[src/rtl/pump_request_scheduler.sv]
// Two-pump power-budget scheduler: latches run requests, grants round-robin, times the run, then a dead gap.
// Optional build macro PUMP_RUN_COUNT_EN adds saturating per-pump completed-run counters.
module pump_request_scheduler #(
    parameter int unsigned CLOCK_FREQ  = 100_000_000,
    parameter int unsigned GAP_SECONDS = 2
) (
    input  logic        clk_i,
    input  logic        rst_ni,
    input  logic [1:0]  req_i,
    input  logic [15:0] on_time_s_i,
    input  logic        abort_i,
    output logic [1:0]  pump_out_o,
    output logic        busy_o,
    output logic [1:0]  pending_o,
`ifdef PUMP_RUN_COUNT_EN
    output logic [15:0] run_count0_o,
    output logic [15:0] run_count1_o,
`endif
    output logic        grant_done_o
);

    typedef enum logic [1:0] {
        IDLE = 2'd0,
        RUN  = 2'd1,
        GAP  = 2'd2
    } state_e;

    localparam logic [31:0] TICK_LAST = 32'(CLOCK_FREQ - 1);
    localparam logic [15:0] GAP_LAST  = 16'(GAP_SECONDS - 1);
    localparam bit          GAP_EN    = (GAP_SECONDS != 0);

    state_e      state_q, state_d;
    logic [1:0]  req_prev_q;
    logic        abort_prev_q;
    logic        edge_arm_q;
    logic [1:0]  pending_q, pending_d;
    logic        rr_q, rr_d;
    logic        sel_q, sel_d;
    logic [15:0] on_q, on_d;
    logic [31:0] presc_q, presc_d;
    logic [15:0] sec_q, sec_d;
    logic        grant_done_q, grant_done_d;

    logic [1:0]  req_edge;
    logic        abort_edge;
    logic        sec_tick;
    logic        pick;
    logic        grant_try;
    logic        grant_ok;
    logic        run_end;
    logic        gap_end;
    logic        enter_timed;

    // Edge detection is disarmed for the first cycle after reset so a level held through reset is not a new request.
    assign req_edge    = req_i & ~req_prev_q & {2{edge_arm_q}};
    assign abort_edge  = abort_i & ~abort_prev_q & edge_arm_q;
    assign sec_tick    = (presc_q == TICK_LAST);
    assign pick        = (pending_q == 2'b11) ? ~rr_q : pending_q[1];
    assign grant_try   = (state_q == IDLE) && (pending_q != 2'b00) && !abort_edge;
    assign grant_ok    = grant_try && (on_time_s_i != 16'd0);
    assign run_end     = (state_q == RUN) && sec_tick && (sec_q == on_q - 16'd1);
    assign gap_end     = (state_q == GAP) && sec_tick && (sec_q == GAP_LAST);
    assign enter_timed = (state_d != state_q) && (state_d != IDLE);

    always_ff @(posedge clk_i or negedge rst_ni) begin
        if (!rst_ni) begin
            state_q <= IDLE;
        end else begin
            state_q <= state_d;
        end
    end

    always_comb begin
        state_d = state_q;
        if (abort_edge) begin
            state_d = IDLE;
        end else begin
            case (state_q)
                IDLE:    if (grant_ok) state_d = RUN;
                RUN:     if (run_end)  state_d = GAP_EN ? GAP : IDLE;
                GAP:     if (gap_end)  state_d = IDLE;
                default: state_d = IDLE;
            endcase
        end
    end

    always_comb begin
        pump_out_o = 2'b00;
        if (state_q == RUN) begin
            pump_out_o = sel_q ? 2'b10 : 2'b01;
        end
        busy_o       = (state_q != IDLE);
        pending_o    = pending_q;
        grant_done_o = grant_done_q;
    end

    // Datapath next-state: queue, round-robin pointer, latched run length and the seconds timebase.
    always_comb begin
        pending_d    = pending_q;
        rr_d         = rr_q;
        sel_d        = sel_q;
        on_d         = on_q;
        presc_d      = presc_q;
        sec_d        = sec_q;
        grant_done_d = 1'b0;
        if (abort_edge) begin
            pending_d = 2'b00;
            presc_d   = 32'd0;
            sec_d     = 16'd0;
        end else begin
            if (grant_try) begin
                pending_d[pick] = 1'b0;
            end
            pending_d = pending_d | req_edge;
            if (grant_ok) begin
                rr_d  = pick;
                sel_d = pick;
                on_d  = on_time_s_i;
            end
            grant_done_d = run_end;
            if (enter_timed || (state_q == IDLE)) begin
                presc_d = 32'd0;
                sec_d   = 16'd0;
            end else if (sec_tick) begin
                presc_d = 32'd0;
                sec_d   = sec_q + 16'd1;
            end else begin
                presc_d = presc_q + 32'd1;
            end
        end
    end

    always_ff @(posedge clk_i or negedge rst_ni) begin
        if (!rst_ni) begin
            req_prev_q   <= 2'b00;
            abort_prev_q <= 1'b0;
            edge_arm_q   <= 1'b0;
            pending_q    <= 2'b00;
            rr_q         <= 1'b1;
            sel_q        <= 1'b0;
            on_q         <= 16'd0;
            presc_q      <= 32'd0;
            sec_q        <= 16'd0;
            grant_done_q <= 1'b0;
        end else begin
            req_prev_q   <= req_i;
            abort_prev_q <= abort_i;
            edge_arm_q   <= 1'b1;
            pending_q    <= pending_d;
            rr_q         <= rr_d;
            sel_q        <= sel_d;
            on_q         <= on_d;
            presc_q      <= presc_d;
            sec_q        <= sec_d;
            grant_done_q <= grant_done_d;
        end
    end

`ifdef PUMP_RUN_COUNT_EN
    logic [15:0] run_cnt0_q, run_cnt1_q;

    // Only normal completions count; aborted or reset-interrupted runs never raise grant_done_d.
    always_ff @(posedge clk_i or negedge rst_ni) begin
        if (!rst_ni) begin
            run_cnt0_q <= 16'd0;
            run_cnt1_q <= 16'd0;
        end else if (grant_done_d) begin
            if (!sel_q && (run_cnt0_q != 16'hFFFF)) begin
                run_cnt0_q <= run_cnt0_q + 16'd1;
            end
            if (sel_q && (run_cnt1_q != 16'hFFFF)) begin
                run_cnt1_q <= run_cnt1_q + 16'd1;
            end
        end
    end

    assign run_count0_o = run_cnt0_q;
    assign run_count1_o = run_cnt1_q;
`endif

endmodule

[config.mk]
export PLATFORM = sky130hd
export DESIGN_NAME = pump_request_scheduler
export DESIGN_NICKNAME = d
export VERILOG_FILES = /design/src/rtl/pump_request_scheduler.sv
export SDC_FILE = /design/constraint.sdc
export NUM_CORES = 1
export LEC_CHECK = 0
export ABC_AREA = 1
export CAP_MARGIN = 20
export CORE_MARGIN = 3
export CORE_UTILIZATION = 44
export CTS_BUF_LIST = sky130_fd_sc_hd__clkbuf_8
export CTS_CLUSTER_DIAMETER = 50
export DETAILED_ROUTE_END_ITERATION = 12
export PLACE_DENSITY_LB_ADDON = 0.08
export SETUP_SLACK_MARGIN = 0.15
export SYNTH_ARGS = -nofsm -noshare
export SYNTH_HDL_FRONTEND = slang
export SYNTH_SLANG_ARGS = --single-unit
export TNS_END_PERCENT = 30
[constraint.sdc]
create_clock -name clk_i -period 5.7 [get_ports clk_i]
set_clock_uncertainty 0.15 [all_clocks]
set_input_delay 0.855 -clock clk_i [delete_from_list [all_inputs] [get_ports clk_i]]
set_output_delay 0.855 -clock clk_i [all_outputs]
set_load 0.02 [all_outputs]
==> results.md <==
* CP arrival at around 3.1 ns
* # rows at 36
* Routed length on met3 at 494 um
* HP Class: flip-flop to flip-flop
* Most frequent cells after synthesis: nand2_1 (144), nor2_1 (98), dfrtp_1 (74)
* Period utilization at 52.73%
* Vias in the first global route at ~3,600
* WL met1 at approximately 5200 um
* Share of layout cells above drive strength 1 at 9.385%
* Hold Fails Final Rpt at 0
* Fin. max-slew vios at 0
* Hold path startpoint: presc_q[0]$_DFF_PN0_
* Asr flop ratio synth at between 90% and 100%
* Drt drc at 0
* Final TNS setup at 0 ns
* GRT Total Usage at ~20%
* Warnings from Yosys at 0
* Die area at 0.01141 sq mm
* Final ANT Viol Nets at 0
* Critical-path maximum fanout at 32
* RSZ-0062 raised after global routing: false
* PostCTS Resize Cnt at 0
* Mean post-synth cell area at between 7 and 8 sq um
* Critical path required time at between 5 and 6 ns
* Root buffer cell: clkbuf_8
* R2R Setup Slk at ~2.7 ns
* IO buf count at 26
* Worst Tran Pin Value at about 0.94 ns
* Clock latency at the later pin of the worst-skew pair at around 0.37 ns
* Ant diodes at 0
* Clock sink count at 75
* Worst Path Class, Setup: flip-flop to flip-flop
* Sequential cell area fraction in the yosys report at roughly two fifths
* Die outline height at around 110 um
* Synthesized instance count at between 500 and 600
* VDD IR max at 0.0001715 V
* H-Tree Depth at 3
* Initial antenna violation count at 0
* Syn-to-layout area delta at 13.77%
* Iteration-0 DRC count of the detailed router at 188
* Starting Density at ~46%
* Most frequent cell after synthesis: nand2_1
* Wirelength, routed at approximately 10000 um
* Critical path startpoint category: flip-flop
* Die width at around 110 um
* Syn nets at 610
* Post-DP HPWL at 7390 um
* Power Dens Cells at about 350 mW/mm^2
* Grt total ovfl at 0
* FF-to-FF End: presc_q[29]$_DFF_PN0_
* Routability cong. at 0.8750
* Core area at slightly below 0.01 sq mm
* CP Capture Type: flip-flop
* Setup Buffers After CTS at 0
* First-pass GRT wire length at ~17,000 um
* Reg2Reg Launch Point: on_q[0]$_DFFE_PN0P_
* Total iterations of the first detailed-routing run at 4
* Tmin final at between 3 and 4 ns
* Routed vias at 3,653
* Clock-pin slew on the worst setup and hold paths at approximately 0.08 ns
* Num CTS Buffers at 9
* Cell area after synthesis at between 0.004 and 0.005 sq mm
* Hold Buf Count CTS at 0
* Largest net degree at the start of global routing at 76
* Top post-synthesis cells by area: dfrtp_1 (41%), nand2_1 (12%), nor2_1 (8.2%), xor2_1 (7.4%), inv_1 (5.3%)
* Routed wire per std cell at about 13 um
* Endpoints failing setup at 0
* IO Pins at 27
* Longest Clk Path Bufs at 2
* Worst hold stages at 1
* Max Fclk at between 300 and 400 MHz
* CTS tree: yes
* Vias per cell at 4.864
* Outcome: complete, no violations
* Final net count at approximately 640
* Area leader, netlist: dfrtp_1
* FF-to-FF path depth at 15
* WL met2 at between 4000 and 5000 um
* Rel. slew slack at 37.58%
* P_leak at around 2.2 nW
* Synth Flop Type: dfrtp_1
* Number of distinct library cells after synthesis at 31
* Area after DPL at just under 0.005 sq mm
* Post-synth EDFFs at 0
* Top layer in use: met4
* Post-synth top area share at between 40% and 50%
* Worst Hold End: presc_q[0]$_DFF_PN0_
* Maxcap violations at 0
* Design area at between 0.005 and 0.006 sq mm
* Number of synthesized register bits at 75
[cell usage in the layout, fill, tap and decap left out, types with 7 or more instances in the layout]
master	instances
clkbuf_8	11
clkdlybuf4s50_1	25
dfrtp_1	74
inv_1	63
inv_2	7
nand2_1	144
nand3_1	27
nand3b_1	7
nand4_1	11
nor2_1	98
nor2_2	8
nor2_4	12
nor3_1	15
nor4_1	10
o21ai_0	20
xnor2_1	13
xor2_1	38
[how the worst max path moves through the flow]
| stage | to | cells past startpoint | start |
|---|---|---|---|
| final | presc_q[29]$_DFF_PN0_ | 15 | on_q[0]$_DFFE_PN0P_ |
| after global routing | presc_q[5]$_DFF_PN0_ | 15 | on_q[0]$_DFFE_PN0P_ |
| after CTS | presc_q[9]$_DFF_PN0_ | 15 | on_q[0]$_DFFE_PN0P_ |
| after detailed placement | sel_q$_DFFE_PN0P_ | 10 | abort_i |
| after global placement | sel_q$_DFFE_PN0P_ | 10 | abort_i |
| after floorplan | sec_q[14]$_DFFE_PN0P_ | 16 | on_q[0]$_DFFE_PN0P_ |
[final cells by class]
type                            instances  area, sq um
Tap cell                              133        166.4
Timing Repair Buffer                   26        257.7
Sequential cell                        75         1878
Clock buffer                           11        151.4
Clock inverter                          4        97.59
Multi-Input combinational cell        432         2273
Inverter                               70        262.8
Fill cell                            1007         4732
[metal layers]
layer	vias to the layer above	GRT usage (%)
met5	-	0
met2	68	27.56
li1	1882	-
met3	5	6.924
met4	0	5.205
met1	1698	28.99
[cells by family (layout without fill, tap and decap cells)]
family,Yosys count,count (layout),share of synthesized area [%]
AO/OA/AOI/OAI,29,29,3.357
XOR/XNOR,51,51,9.989
adder cells (fa/ha/maj),4,4,1.119
buffers and inverters,78,111,7.163
flip-flops,75,75,42.00
other,1,1,0.08386
AND/OR/NAND/NOR,347,347,36.29
[stage by stage]
stage | std cells | worst slack (ns) | total power [mW] | util (%) | hold slack (ns)
2_1_floorplan | 585 | 3.514 | 1.127 | - | 0.2981
3_3_place_gp | 736 | 2.465 | 1.270 | 49.27 | 0.3209
3_5_place_dp | 736 | 2.337 | 1.276 | 49.27 | 0.3217
4_1_cts | 751 | 2.651 | 1.807 | 51.81 | 0.3411
5_1_grt | 751 | 2.339 | 1.928 | 51.81 | 0.3620
6_report | 751 | 2.694 | 1.783 | 51.81 | 0.3404
[sequential cells by signal (all words and copies together) (netlist names)]
signal and flops:
rr_q 1, presc_q 32, abort_prev_q 1, grant_done_o 1, on_q 16, req_prev_q 2, state_q 2, sel_q 1
edge_arm_q 1, pending_o 2, sec_q 16
[critical path, cell delays in order (launching register included)]
cell and delay, ns:
dfrtp_1 0.42, inv_1 0.13, ha_1 0.20, nand3_1 0.18, nor2_1 0.29, nand2_1 0.09
nand2_1 0.06, nand2_1 0.05, nor2_1 0.15, nand3_1 0.11, nor2_1 0.17, nand2_1 0.13
nand3_2 0.10, nand2_4 0.06, nand2_2 0.45, nor2_1 0.09
[power breakdown]
group | switching, mW | total, mW | internal [mW]
Sequential | 0.0913 | 0.700 | 0.608
Combinational | 0.375 | 0.568 | 0.194
Clock | 0.203 | 0.515 | 0.312
No activity file was read; power rests on OpenSTA's default activity.
==> edit 1: new RTL, same flow settings <==
Take the reset off `on_q` and load it in a clocked block of its own.
--- a/src/rtl/pump_request_scheduler.sv
+++ b/src/rtl/pump_request_scheduler.sv
@@ -140,3 +140,2 @@
             sel_q        <= 1'b0;
-            on_q         <= 16'd0;
             presc_q      <= 32'd0;
@@ -151,3 +150,2 @@
             sel_q        <= sel_d;
-            on_q         <= on_d;
             presc_q      <= presc_d;
@@ -156,2 +154,6 @@
         end
+    end
+
+    always_ff @(posedge clk_i) begin
+        on_q <= on_d;
     end
Behaviour: same outputs for any inputs over 10 cycles, from zero or initial values and one cycle with rst_ni low; that may be too few to reach the edited logic, so the function may still have changed.
==> edit 1 against the original RTL <==
  * Worst setup slack improved by 0.16 ns
  * Synthesized area fell by 4.7%
  * Register-to-register slack better by 0.34 ns
  * Worst hold slack got worse by 0.026 ns
  * Routed wire length is 12% lower
  * Cell area down 4.7%
  * Global-route usage decreased by 2.7 points
  * First-iteration DRC count down 21%
  * Sequential cell count did not move
  * Highest routed layer unchanged
Power is not compared: it rests on default switching activity, and its combinational part moved more than twofold at a synthesized area within 25%.
==> edit 1: results (changes against the original RTL) <==
| Metric | Value |
|---|---|
| Top cells by area in the synthesized netlist | `dfrtp_1, edfxtp_1, nand2_1` |
| Largest net degree at the start of global routing | `60 (-21%)` |
| Maximum vdd drop | `0.139 mV` |
| CP top delay family | `buffers and inverters` |
| Post-synth cell types | `33 (+6.5%)` |
| GPL Wtd Cong | `0.838 (-4.3%)` |
| Ant diodes | `0 (unchanged)` |
| Nets@finish | `590 (-7.7%)` |
| Crit path max-delay cell type | `clkdlybuf4s50_1` |
| Sequential cell area fraction in the yosys report | `45.9% (+3.9 points)` |
| Synth async-reset ratio | `78.7% (-21 points)` |
| Post-cts sizing count | `0 (unchanged)` |
| Number of global-route vias before repair | `3281 (-7.9%)` |
| Post-DP HPWL | `6.42 mm (-13%)` |
| Pre-CTS setup slack | `2.61 ns (+0.271 ns)` |
| DR vias | `3360 (-8.0%)` |
| Initial antenna violation count | `0 (unchanged)` |
| Outcome | `finished clean` |
| First-pass GRT wire length | `15.2 mm (-13%)` |
| Multiplexer share of the synthesized area | `0% (unchanged)` |
| Worst reg2reg path depth | `15 (unchanged)` |
| WP data arrival | `1.84 ns (-1.24 ns)` |
| Slew HR | `49.8% (+12 points)` |
| Synth Area in Compound Gates | `2.73% (-0.63 points)` |
| Share of layout cells above drive strength 1 | `6.32% (-3.1 points)` |
| Latest clock arrival within the worst-skew pair | `0.35 ns (-0.02 ns)` |
| Leak | `roughly 2 nW` |
| Synth Area in XOR/XNOR | `10.1% (+0.079 points)` |
| H-Tree Level Count | `3 (unchanged)` |
| Commonest cells in the synthesized netlist | `nand2_1, nor2_1, inv_1, dfrtp_1, xor2_1` |
| Most used DFF post-synth | `dfrtp_1` |
| Adder-cell share of the synthesized area | `1.17% (+0.055 points)` |
| Worst-path fanout max | `5 (-84%)` |
| CTS buffer count | `9 (unchanged)` |
| Router iterations before antenna repair | `5 (+1)` |
| Regs by FF count | `presc_q: 32 flops, on_q: 16 flops, sec_q: 16 flops` |
| Hold Crit Depth | `1 (unchanged)` |
| Gr usage total | `17.1% (-2.7 points)` |
| Slowest stage delay, CP | `0.61 ns (+0.16 ns)` |
| Synth Net Count | `558 (-8.5%)` |
| Hold Crit Class | `reg2reg` |
| WL final | `8.76 mm (-12%)` |
| 1st-iter DRT viols | `149 (-21%)` |
| Post-synth EDFFs | `16 (+16)` |
-- edit 1: cell types whose count changed after synthesis, moves of 5 or more --
cell      change
dfrtp_1      -16
edfxtp_1     +16
inv_1        +10
inv_2         -7
nand2_1      -35
nand4_1       +5
nor2_4        -8
o21ai_0      -10
-- edit 1: layer usage --
layer,part of all wire [%],up-vias,track usage [%]
met5,0,-,0
met4,1.6,0,5.79
met3,3.2,12,4.03
met2,45,39,26.6
met1,51,1557,23.3
li1,-,1752,-
-- edit 1: layout make-up --
| class | count | area [um^2] |
|---|---|---|
| Multi-Input combinational cell | 379 | 1970 |
| Clock buffer | 10 | 138 |
| Sequential cell | 75 | 1960 |
| Clock inverter | 6 | 80.1 |
| Tap cell | 129 | 161 |
| Inverter | 73 | 274 |
| Fill cell | 915 | 4480 |
| Timing Repair Buffer | 27 | 263 |
-- edit 1: path summary, 6_finish.rpt --
| kind | start | to | slack, ns |
|---|---|---|---|
| setup / recovery | state_q[1] | pump_out_o[1] | 2.85 |
| hold / removal | presc_q[0] | presc_q[0] | 0.31 |
| setup reg to reg | on_q[0] | presc_q[18] | 3.03 |
| hold reg to reg | presc_q[0] | presc_q[0] | 0.31 |
| max in group asynchronous | rst_ni | presc_q[13] | 4.40 |
| min in group asynchronous | rst_ni | presc_q[25] | 0.51 |
-- edit 1: cells by family (layout without fill, tap and decap cells) --
family	after synthesis	count (layout)
compound gates	21	21
xor+xnor	49	49
fa+ha+maj	4	4
buf+inv	79	116
flops	75	75
other cells	1	1
simple gates	304	304
-- edit 1: power by group through the flow --
stage / clock network [mW] / registers, mW / logic (mW)
final: 0.453 / 0.633 / 0.279
after global routing: 0.488 / 0.639 / 0.320
after CTS: 0.466 / 0.634 / 0.285
after detailed placement: 0 / 0.644 / 0.284
after global placement: 0 / 0.646 / 0.281
after floorplan: 0 / 0.638 / 0.213
-- edit 1: through the flow --
step           util, %  cell area, um^2  std cells
6_report          52.0             4850        699
5_1_grt           52.0             4850        699
4_1_cts           52.0             4850        699
3_5_place_dp      49.6             4630        683
3_3_place_gp      49.6             4630        683
2_1_floorplan        -             4260        533
==> edit 2: new RTL, same flow settings <==
Without the edit above. The option `PUMP_RUN_COUNT_EN` is turned on by a define.
--- a/src/rtl/pump_request_scheduler.sv
+++ b/src/rtl/pump_request_scheduler.sv
@@ -2,2 +2,4 @@
 // Optional build macro PUMP_RUN_COUNT_EN adds saturating per-pump completed-run counters.
+`define PUMP_RUN_COUNT_EN
+
 module pump_request_scheduler #(
Formal check against the unedited RTL (old outputs only; new: run_count0_o and run_count1_o): equivalent (Yosys induction, for registers that start in step).
==> edit 2 against the original RTL <==
  * Cell area increased by 48%
  * Worst hold slack lost 0.026 ns
  * Sequential cell count rose by 32
  * Synthesized cell count up 50%
  * Synthesized area is 49% higher
  * Worst setup slack got worse by 0.071 ns
  * Non-clock buffer count grew 34
  * Clock power is 12% lower
  * Routed wire length increased by 51%
  * Combinational power up 29%
  * Total power increased by 19%
  * Critical endpoint is now sel_q
  * Largest cell class unchanged
==> edit 2: results (changes against the original RTL) <==
| Metric | Value |
|---|---|
| Outcome | `finished clean` |
| Sw frac | `41.2% (+3.7 points)` |
| Top cells by area in the synthesized netlist | `dfrtp_1, nand2_1, xor2_1` |
| Worst flop-to-flop path startpoint | `presc_q[0]` |
| Worst-path clk slew | `0.11 ns (+0.03 ns)` |
| Synth Net Count | `906 (+49%)` |
| 1st-iter DRT viols | `333 (+77%)` |
| Post-synth cell types | `40 (+29%)` |
| Post-CTS setup buffer count | `0 (unchanged)` |
| First-pass GRT wire length | `25.6 mm (+47%)` |
| GPL Wtd Cong | `0.845 (-3.4%)` |
| Number of global-route vias before repair | `5157 (+45%)` |
| Met1 usage | `25.4% (-3.6 points)` |
| Crit path max-delay cell type | `nor4_1` |
| Gr usage total | `19.2% (-0.57 points)` |
| Router iterations before antenna repair | `5 (+1)` |
| CP startpoint | `on_time_s_i[0]` |
| # hold bufs at CTS | `0 (unchanged)` |
| Vias per std cell | `4.85 (-0.36%)` |
| Leak | `3.18 nW (+41%)` |
| Nets@finish | `959 (+50%)` |
| Number of I/O port buffers | `58 (+120%)` |
| Pre-CTS setup slack | `2.29 ns (-0.0427 ns)` |
| Latest clock arrival within the worst-skew pair | `0.39 ns (+0.02 ns)` |
| Met2 Usage GRT | `31.4% (+3.8 points)` |
| Slowest stage delay, CP | `0.69 ns (+0.24 ns)` |
| Worst-path fanout max | `24 (-25%)` |
| WL final | `15.1 mm (+51%)` |
| Share of layout cells above drive strength 1 | `9.28% (-0.10 points)` |
| Layout fillers | `1475 (+46%)` |
| WP data arrival | `3.18 ns (+0.10 ns)` |
| Largest net degree at the start of global routing | `61 (-20%)` |
| Post-DP HPWL | `11.4 mm (+54%)` |
| Commonest cells in the synthesized netlist | `nand2_1, nor2_1, inv_1, dfrtp_1, xor2_1` |
-- edit 2: cell count changes after synthesis, sizes merged, moves of 11 or more --
cell,delta
nand2,+83
inv,+46
dfrtp,+32
nor2,+25
o21ai,+23
xor2,+21
nor3,+16
nand4,+11
xnor2,+11
-- edit 2: area by class of cell --
| type | instances | share of cell area, % |
|---|---|---|
| Timing Repair Buffer | 60 | 7.88 |
| Multi-Input combinational cell | 638 | 45.2 |
| Tap cell | 184 | 3.06 |
| Sequential cell | 107 | 35.6 |
| Inverter | 116 | 5.78 |
| Clock buffer | 9 | 1.64 |
| Clock inverter | 7 | 0.847 |
-- edit 2: path summary, 6_finish.rpt --
kind | endpoint | slack, ns | cells after the start
setup / recovery | sel_q | 2.62 | 7
hold / removal | presc_q[0] | 0.31 | 1
setup reg to reg | run_count0_o[2] | 2.86 | 14
hold reg to reg | presc_q[0] | 0.31 | 1
max in group asynchronous | run_count0_o[12] | 3.94 | 2
min in group asynchronous | sec_q[11] | 0.37 | 1
-- edit 2: cell families (layout without fill, tap and decap cells) --
kind of cell,after synthesis,after routing,share of synthesized area [%]
AOI/OAI and AO/OA,55,55,5.10
xor gates and xnor gates,83,83,11.2
buffers and inverters,134,192,8.42
and+or+nand+nor,493,493,33.8
other,1,1,0.0564
adders and majority gates,6,6,1.13
DFF,107,107,40.3
-- edit 2: stage by stage --
stage | instance area (um^2) | util, % | instances
floorplan | 6640 | - | 879
global placement | 7340 | 50.1 | 1105
detailed placement | 7340 | 50.1 | 1105
CTS | 7530 | 51.4 | 1121
global route | 7530 | 51.4 | 1121
finish | 7530 | 51.4 | 1121
-- edit 2: layer usage --
metal / part of all wire (%) / up-vias
met1: 48 / 2488
met3: 5.0 / 8
met5: 0 / -
met2: 47 / 89
met4: 0.77 / 0
li1: - / 2848
-- edit 2: power by group through the flow --
| stage | combinational (mW) | sequential [mW] | clock (mW) |
|---|---|---|---|
| floorplan | 0.572 | 0.912 | 0 |
| global placement | 0.733 | 0.943 | 0 |
| detailed placement | 0.737 | 0.940 | 0 |
| CTS | 0.742 | 0.927 | 0.476 |
| global route | 0.844 | 0.938 | 0.499 |
| finish | 0.733 | 0.928 | 0.452 |
